## src/rtl/bet_ledger_if.sv

```systemverilog
// bet_ledger_if: bundles the keyboard/bet event inputs, the spin handshake
// and the ledger outputs of bet_ledger.
//   master : drives key_valid, bet_opcode, color, spin_done; observes ledger
//   slave  : the ledger itself (bet_ledger)
// Signals:
//   key_valid    keyboard byte-received level/strobe
//   bet_opcode   decoded opcode (6'h3F no key, 6'h3E spin)
//   color        chip colour, 3'b000 = no chip present
//   spin_done    one-cycle pulse, spin result consumed
//   bets_flat    packed slots, slot i at [i*BET_W +: BET_W]
//   bet_count    filled slot count
//   full, locked, spin_req, accept_pulse, reject_pulse  status/pulses
interface bet_ledger_if #(
    parameter int NUM_BETS = 12,
    parameter int BET_W    = 8,
    parameter int CNT_W    = 4
);
    logic                      key_valid;
    logic [5:0]                bet_opcode;
    logic [2:0]                color;
    logic                      spin_done;
    logic [NUM_BETS*BET_W-1:0] bets_flat;
    logic [CNT_W-1:0]          bet_count;
    logic                      full;
    logic                      locked;
    logic                      spin_req;
    logic                      accept_pulse;
    logic                      reject_pulse;

    modport master (
        output key_valid, bet_opcode, color, spin_done,
        input  bets_flat, bet_count, full, locked,
               spin_req, accept_pulse, reject_pulse
    );

    modport slave (
        input  key_valid, bet_opcode, color, spin_done,
        output bets_flat, bet_count, full, locked,
               spin_req, accept_pulse, reject_pulse
    );
endinterface

```

## src/rtl/bet_ledger.sv

```systemverilog
// bet_ledger: collects up to NUM_BETS colour-tagged bets into numbered slots,
// filters repeated / colourless / invalid key events, raises a spin request
// and holds the ledger locked until the spin completes, then clears it.
// Ports:
//   clock  rising-edge system clock
//   reset  asynchronous active-low reset
//   bus    bet_ledger_if.slave (key events in, ledger state and pulses out)
module bet_ledger #(
    parameter int NUM_BETS = 12,
    parameter int BET_W    = 8,
    parameter int CNT_W    = 4
) (
    input  logic        clock,
    input  logic        reset,
    bet_ledger_if.slave bus
);
    localparam logic [5:0] OP_NONE = 6'h3F;
    localparam logic [5:0] OP_SPIN = 6'h3E;

    typedef enum logic [1:0] {
        ST_OPEN,
        ST_LOCKED,
        ST_CLEAR
    } state_t;

    state_t                    state_q, state_d;
    logic [NUM_BETS*BET_W-1:0] bets_q, bets_d;
    logic [CNT_W-1:0]          count_q, count_d;
    logic [5:0]                last_op_q, last_op_d;
    logic                      kv_q;
    logic                      spin_q, spin_d;
    logic                      acc_q, acc_d;
    logic                      rej_q, rej_d;
    logic                      key_event;
    logic                      is_full;

    // Rising edge of key_valid: a held key produces a single event.
    assign key_event = bus.key_valid & ~kv_q;
    assign is_full   = (count_q == CNT_W'(NUM_BETS));

    always_comb begin
        state_d   = state_q;
        bets_d    = bets_q;
        count_d   = count_q;
        last_op_d = last_op_q;
        spin_d    = 1'b0;
        acc_d     = 1'b0;
        rej_d     = 1'b0;
        unique case (state_q)
            ST_OPEN: begin
                if (key_event) begin
                    if (bus.bet_opcode == OP_NONE) begin
                        // Key release: re-arms the repeat filter, no pulse.
                        last_op_d = OP_NONE;
                    end else if (bus.bet_opcode != last_op_q) begin
                        last_op_d = bus.bet_opcode;
                        if (bus.bet_opcode == OP_SPIN) begin
                            if (count_q != '0) begin
                                spin_d  = 1'b1;
                                state_d = ST_LOCKED;
                            end else begin
                                rej_d = 1'b1;
                            end
                        end else if (bus.color == 3'b000 || is_full) begin
                            rej_d = 1'b1;
                        end else begin
                            bets_d[int'(count_q)*BET_W +: BET_W] =
                                {bus.color[1:0], bus.bet_opcode};
                            count_d = count_q + CNT_W'(1);
                            acc_d   = 1'b1;
                        end
                    end
                end
            end
            ST_LOCKED: begin
                // Key events are ignored here; spin_done wins over any key.
                if (bus.spin_done) state_d = ST_CLEAR;
            end
            ST_CLEAR: begin
                bets_d    = '0;
                count_d   = '0;
                last_op_d = OP_NONE;
                state_d   = ST_OPEN;
            end
            default: state_d = ST_OPEN;
        endcase
    end

    always_ff @(posedge clock or negedge reset) begin
        if (!reset) begin
            state_q   <= ST_OPEN;
            bets_q    <= '0;
            count_q   <= '0;
            last_op_q <= OP_NONE;
            kv_q      <= 1'b0;
            spin_q    <= 1'b0;
            acc_q     <= 1'b0;
            rej_q     <= 1'b0;
        end else begin
            state_q   <= state_d;
            bets_q    <= bets_d;
            count_q   <= count_d;
            last_op_q <= last_op_d;
            kv_q      <= bus.key_valid;
            spin_q    <= spin_d;
            acc_q     <= acc_d;
            rej_q     <= rej_d;
        end
    end

    assign bus.bets_flat    = bets_q;
    assign bus.bet_count    = count_q;
    assign bus.full         = is_full;
    assign bus.locked       = (state_q == ST_LOCKED);
    assign bus.spin_req     = spin_q;
    assign bus.accept_pulse = acc_q;
    assign bus.reject_pulse = rej_q;
endmodule

```

## src/flat_wrapper.sv

```systemverilog
// flat-port wrapper written by rule: the top's interface ports become plain ports
module bet_ledger_flat 
#(
    parameter int NUM_BETS = 12,
    parameter int BET_W    = 8,
    parameter int CNT_W    = 4
)
  (clock, reset, bus_key_valid, bus_bet_opcode, bus_color, bus_spin_done, bus_bets_flat, bus_bet_count, bus_full, bus_locked, bus_spin_req, bus_accept_pulse, bus_reject_pulse);
  bet_ledger_if #(.NUM_BETS(NUM_BETS), .BET_W(BET_W), .CNT_W(CNT_W)) bus_i ();
  input  logic clock;
  input  logic reset;
  input wire logic [$bits(bus_i.key_valid)-1:0] bus_key_valid;
  input wire logic [$bits(bus_i.bet_opcode)-1:0] bus_bet_opcode;
  input wire logic [$bits(bus_i.color)-1:0] bus_color;
  input wire logic [$bits(bus_i.spin_done)-1:0] bus_spin_done;
  output wire logic [$bits(bus_i.bets_flat)-1:0] bus_bets_flat;
  output wire logic [$bits(bus_i.bet_count)-1:0] bus_bet_count;
  output wire logic [$bits(bus_i.full)-1:0] bus_full;
  output wire logic [$bits(bus_i.locked)-1:0] bus_locked;
  output wire logic [$bits(bus_i.spin_req)-1:0] bus_spin_req;
  output wire logic [$bits(bus_i.accept_pulse)-1:0] bus_accept_pulse;
  output wire logic [$bits(bus_i.reject_pulse)-1:0] bus_reject_pulse;
  assign bus_i.key_valid = bus_key_valid;
  assign bus_i.bet_opcode = bus_bet_opcode;
  assign bus_i.color = bus_color;
  assign bus_i.spin_done = bus_spin_done;
  assign bus_bets_flat = bus_i.bets_flat;
  assign bus_bet_count = bus_i.bet_count;
  assign bus_full = bus_i.full;
  assign bus_locked = bus_i.locked;
  assign bus_spin_req = bus_i.spin_req;
  assign bus_accept_pulse = bus_i.accept_pulse;
  assign bus_reject_pulse = bus_i.reject_pulse;
  bet_ledger #(.NUM_BETS(NUM_BETS), .BET_W(BET_W), .CNT_W(CNT_W)) u_core (.clock(clock), .reset(reset), .bus(bus_i));
endmodule
```

## config.mk

```make
export PLATFORM = sky130hd
export DESIGN_NAME = bet_ledger_flat
export DESIGN_NICKNAME = d
export VERILOG_FILES = /design/src/rtl/bet_ledger_if.sv /design/src/rtl/bet_ledger.sv /design/src/flat_wrapper.sv
export SDC_FILE = /design/constraint.sdc
export NUM_CORES = 1
export LEC_CHECK = 0
export BUFFER_PORTS_ARGS = -buffer_cell sky130_fd_sc_hd__buf_2
export CAP_MARGIN = 20
export CORE_MARGIN = 2
export CORE_UTILIZATION = 35
export DETAILED_ROUTE_END_ITERATION = 8
export GPL_TIMING_DRIVEN = 0
export HOLD_SLACK_MARGIN = 0.02
export SYNTH_ARGS = -nofsm -noshare
export SYNTH_HDL_FRONTEND = slang
export SYNTH_SLANG_ARGS = --single-unit
```

## constraint.sdc

```tcl
create_clock -name clock -period 4.13 [get_ports clock]
set_clock_uncertainty 0.2 [all_clocks]
set_input_delay 0.6195 -clock clock [delete_from_list [all_inputs] [get_ports clock]]
set_output_delay 0.6195 -clock clock [all_outputs]
set_load 0.005 [all_outputs]
```

==> impl_metrics.json <==
{
  "status": "completed",
  "fin_nets": 578,
  "synthArstFlopShare_pct": 100.0,
  "synthMuxAreaShare_pct": 3.424,
  "layout-drive-gt1-share_pct": 31.22,
  "htreeDepth": 3,
  "area_growth_pct": 22.64,
  "root_buffer": "clkbuf_16",
  "ff2ff_path_depth": 8,
  "worstSkewPairLatency_ns": 0.36,
  "fmax_ghz": 0.3091,
  "cts_tree": "built",
  "synthXorXnorAreaFrac_pct": 1.225,
  "setup.worst_path.class": "flop to flop",
  "dpl.hpwl_um": 10350,
  "synth_cell_types": 58,
  "finalMaxSlewViolations": 0,
  "firstDrtPassIters": 4,
  "grt_pass1_vias": 4174,
  "numCtsBuffers": 9,
  "hold_buffers": 0,
  "holdWs_ns": 0.05997,
  "power_density_nw_per_um2": 724.7,
  "synth_fa_ha_area_share_pct": 0.7498,
  "synth_compound_area_share_pct": 20.62,
  "synthFlopType": "dfrtp_1",
  "setup_tns_ns": 0,
  "rows": 43,
  "clkTransAtPathRegs_ns": 0.07,
  "die_area_um2": 15280,
  "reg2reg_slack_ns": 0.89,
  "required_ns": 4.23,
  "worstMarginPinSlew_ns": 1.149,
  "synth_top_family_by_area": "compound AO/OA/AOI/OAI gates",
  "overflow": 0,
  "wire_per_inst_um": 19.94,
  "grt_max_degree": 68,
  "grtUsageTotal_pct": 20.42,
  "gp_congestion": 0.9362,
  "syn_area_um2": 5006,
  "grt_antenna_before_repair": 0,
  "num_antenna_cells": 0,
  "seq_area_frac_synth_pct": 56.14,
  "timing.rr.start": "u_core.bus.bet_count[0]",
  "crit_start": "u_core.bus.bet_count[0]",
  "initial_core_util_pct": 35.93,
  "worstHoldPathType": "primary input to asynchronous set/reset pin",
  "ir_worst_vdd_mv": 0.4048,
  "ios": 118,
  "rsz0062_at_grt": "no",
  "drc_errors": 0,
  "final-setup-viol-count": 0,
  "vias": 4030,
  "postCtsSetupBuffers": 0,
  "cp-start-kind": "flop",
  "antenna_left": 0,
  "nFillCells": 1323,
  "ys_warn_count": 0,
  "leakage_nw": 3.059,
  "max_cap_viol_count": 0,
  "finalHoldViolations": 0,
  "synthCells": 436,
  "crit_path_end_kind": "flop",
  "coreArea_um2": 13930,
  "slew_headroom_pct": 22.39,
  "io_buffers": 114,
  "fp.dieH_um": 123.6,
  "cts_sinks": 112,
  "min_period_ns": 3.235,
  "grt_pass1_wl_um": 23250,
  "die_w_um": 123.6,
  "viasPerCell": 5.395,
  "synthSimpleGateAreaFrac_pct": 13.60,
  "post_synth.cell_area_avg_um2": 11.48,
  "syn-num-nets": 452,
  "min_period_over_period_pct": 78.33,
  "postCtsResizedCells": 0,
  "crit_fanout": 10,
  "cts_buffer_depth": 2,
  "drtIter0Drc": 327,
  "cp.arrival_ns": 3.34,
  "synth_edf_count": 0,
  "ys_ff_latch": 112,
  "wirelength_um": 14890
}
worst max-delay path: stages (launching register included):
cell	delay [ns]
dfrtp_1	0.40
buf_2	0.18
inv_1	0.15
ha_1	0.30
xor2_1	0.19
clkbuf_1	0.40
nor2_1	0.14
a41oi_1	0.97
a2bb2o_4	0.24
synth_stat cells, types with 2 or more instances:
library cell | instances | area share (%)
mux2i_1 | 16 | 3.2
nand2_1 | 49 | 3.7
a31o_2 | 9 | 1.6
and3_1 | 2 | 0.25
or4_1 | 2 | 0.30
a21oi_1 | 3 | 0.30
nand3_1 | 16 | 1.6
a22o_1 | 38 | 6.6
a2bb2oi_1 | 3 | 0.52
o22a_1 | 3 | 0.52
o31ai_1 | 10 | 1.5
nor2_1 | 14 | 1.0
nor4_2 | 2 | 0.50
nor4_1 | 4 | 0.50
clkbuf_1 | 22 | 1.6
buf_2 | 10 | 1.0
dfrtp_1 | 106 | 53
a41oi_1 | 3 | 0.52
and4_1 | 2 | 0.35
nor3_2 | 2 | 0.40
o311ai_0 | 10 | 1.7
ha_1 | 3 | 0.75
buf_6 | 2 | 0.45
a31oi_2 | 2 | 0.50
nand2b_1 | 4 | 0.50
a31oi_1 | 11 | 1.4
nor2b_1 | 2 | 0.25
o22ai_1 | 8 | 1.0
a32o_1 | 10 | 2.0
inv_1 | 11 | 0.82
nand4_1 | 4 | 0.50
nor3_4 | 2 | 0.65
xnor2_1 | 6 | 1.0
o2bb2ai_1 | 7 | 1.2
dfstp_2 | 6 | 3.1
and2_1 | 3 | 0.37
nor3_1 | 8 | 0.80
sequential cells by signal (all words and copies together) (netlist names):
signal and flops:
u_core.bus.bets_flat 96, u_core.bus.spin_req 1, u_core.last_op_q 6, u_core.bus.accept_pulse 1
u_core.bus.bet_count 4, u_core.bus.reject_pulse 1, u_core.kv_q 1, u_core.state_q 2
cells by family (layout without fill, tap and decap cells):
logic type	after synthesis	in the layout
buffers and inverters	48	179
DFF	112	112
AOI/OAI and AO/OA	122	122
xor gates and xnor gates	7	7
adders and majority gates	3	3
and+or+nand+nor	127	127
muxes	17	17
per-layer routing:
metal / track usage [%] / routed length, um / part of all wire [%]
met5: 0 / 0 / 0
met4: 7.031 / 298 / 2.0
met3: 5.952 / 968 / 6.5
met2: 31.35 / 7017 / 47
met1: 27.65 / 6610 / 44
stage by stage:
step	util [%]	power, mW	setup slack [ns]	cell area (um^2)	std cells
final	44.06	4.449	0.8948	6140	747
after global routing	44.06	4.786	0.7297	6140	747
after CTS	44.06	4.475	0.9799	6140	747
after detailed placement	41.85	3.560	0.9719	5832	731
after global placement	41.64	3.519	0.9769	5802	730
after floorplan	-	2.793	1.417	5006	436
final cells by class:
class                           instances  area (um^2)  area share [%]
Sequential cell                       112         2810           45.77
Clock buffer                           11        252.7           4.117
Inverter                               11        41.29          0.6725
Timing Repair Buffer                  115        600.6           9.782
Clock inverter                          5        55.05          0.8967
Multi-Input combinational cell        276         1983           32.30
Tap cell                              180        225.2           3.668
Buffer                                 37        171.4           2.792
report_power, final:
part	leakage, nW	total [mW]	switching, mW	internal (mW)
logic	1.49	1.74	0.941	0.800
registers	1.42	1.80	0.267	1.53
clock network	0.148	0.910	0.408	0.502
total	3.06	4.45	1.62	2.83
final timing paths:
check                                                end
worst max-delay path            u_core.bus.bets_flat[18]
min in group clock                           u_core.kv_q
worst min-delay path            u_core.bus.bets_flat[46]
worst max register to register  u_core.bus.bets_flat[18]
worst min register to register  u_core.bus.bets_flat[22]
max in group asynchronous            u_core.last_op_q[2]
layout by cell type (no fill, tap or decap), drive strengths merged, types with 2 or more instances in the layout:
master      n
dfstp       6
and3        3
ha          3
o211ai      2
o2bb2ai     7
buf       129
xnor2       6
nor2b       2
nor3       12
nor2       14
o22ai       8
nand2      49
nor4        6
o31ai      10
nand2b      4
nand4       4
a41oi       3
clkinvlp    2
and4        2
a31oi      13
mux2i      16
nand3      17
o22a        3
or2         4
clkinv      2
and2        3
clkbuf     34
a31o        9
a21oi       3
a22o       38
dfrtp     106
inv        11
a2bb2oi     3
a32o       10
or4         3
o311ai     10
nor3b       2
Power figures use the tool's default switching activity.
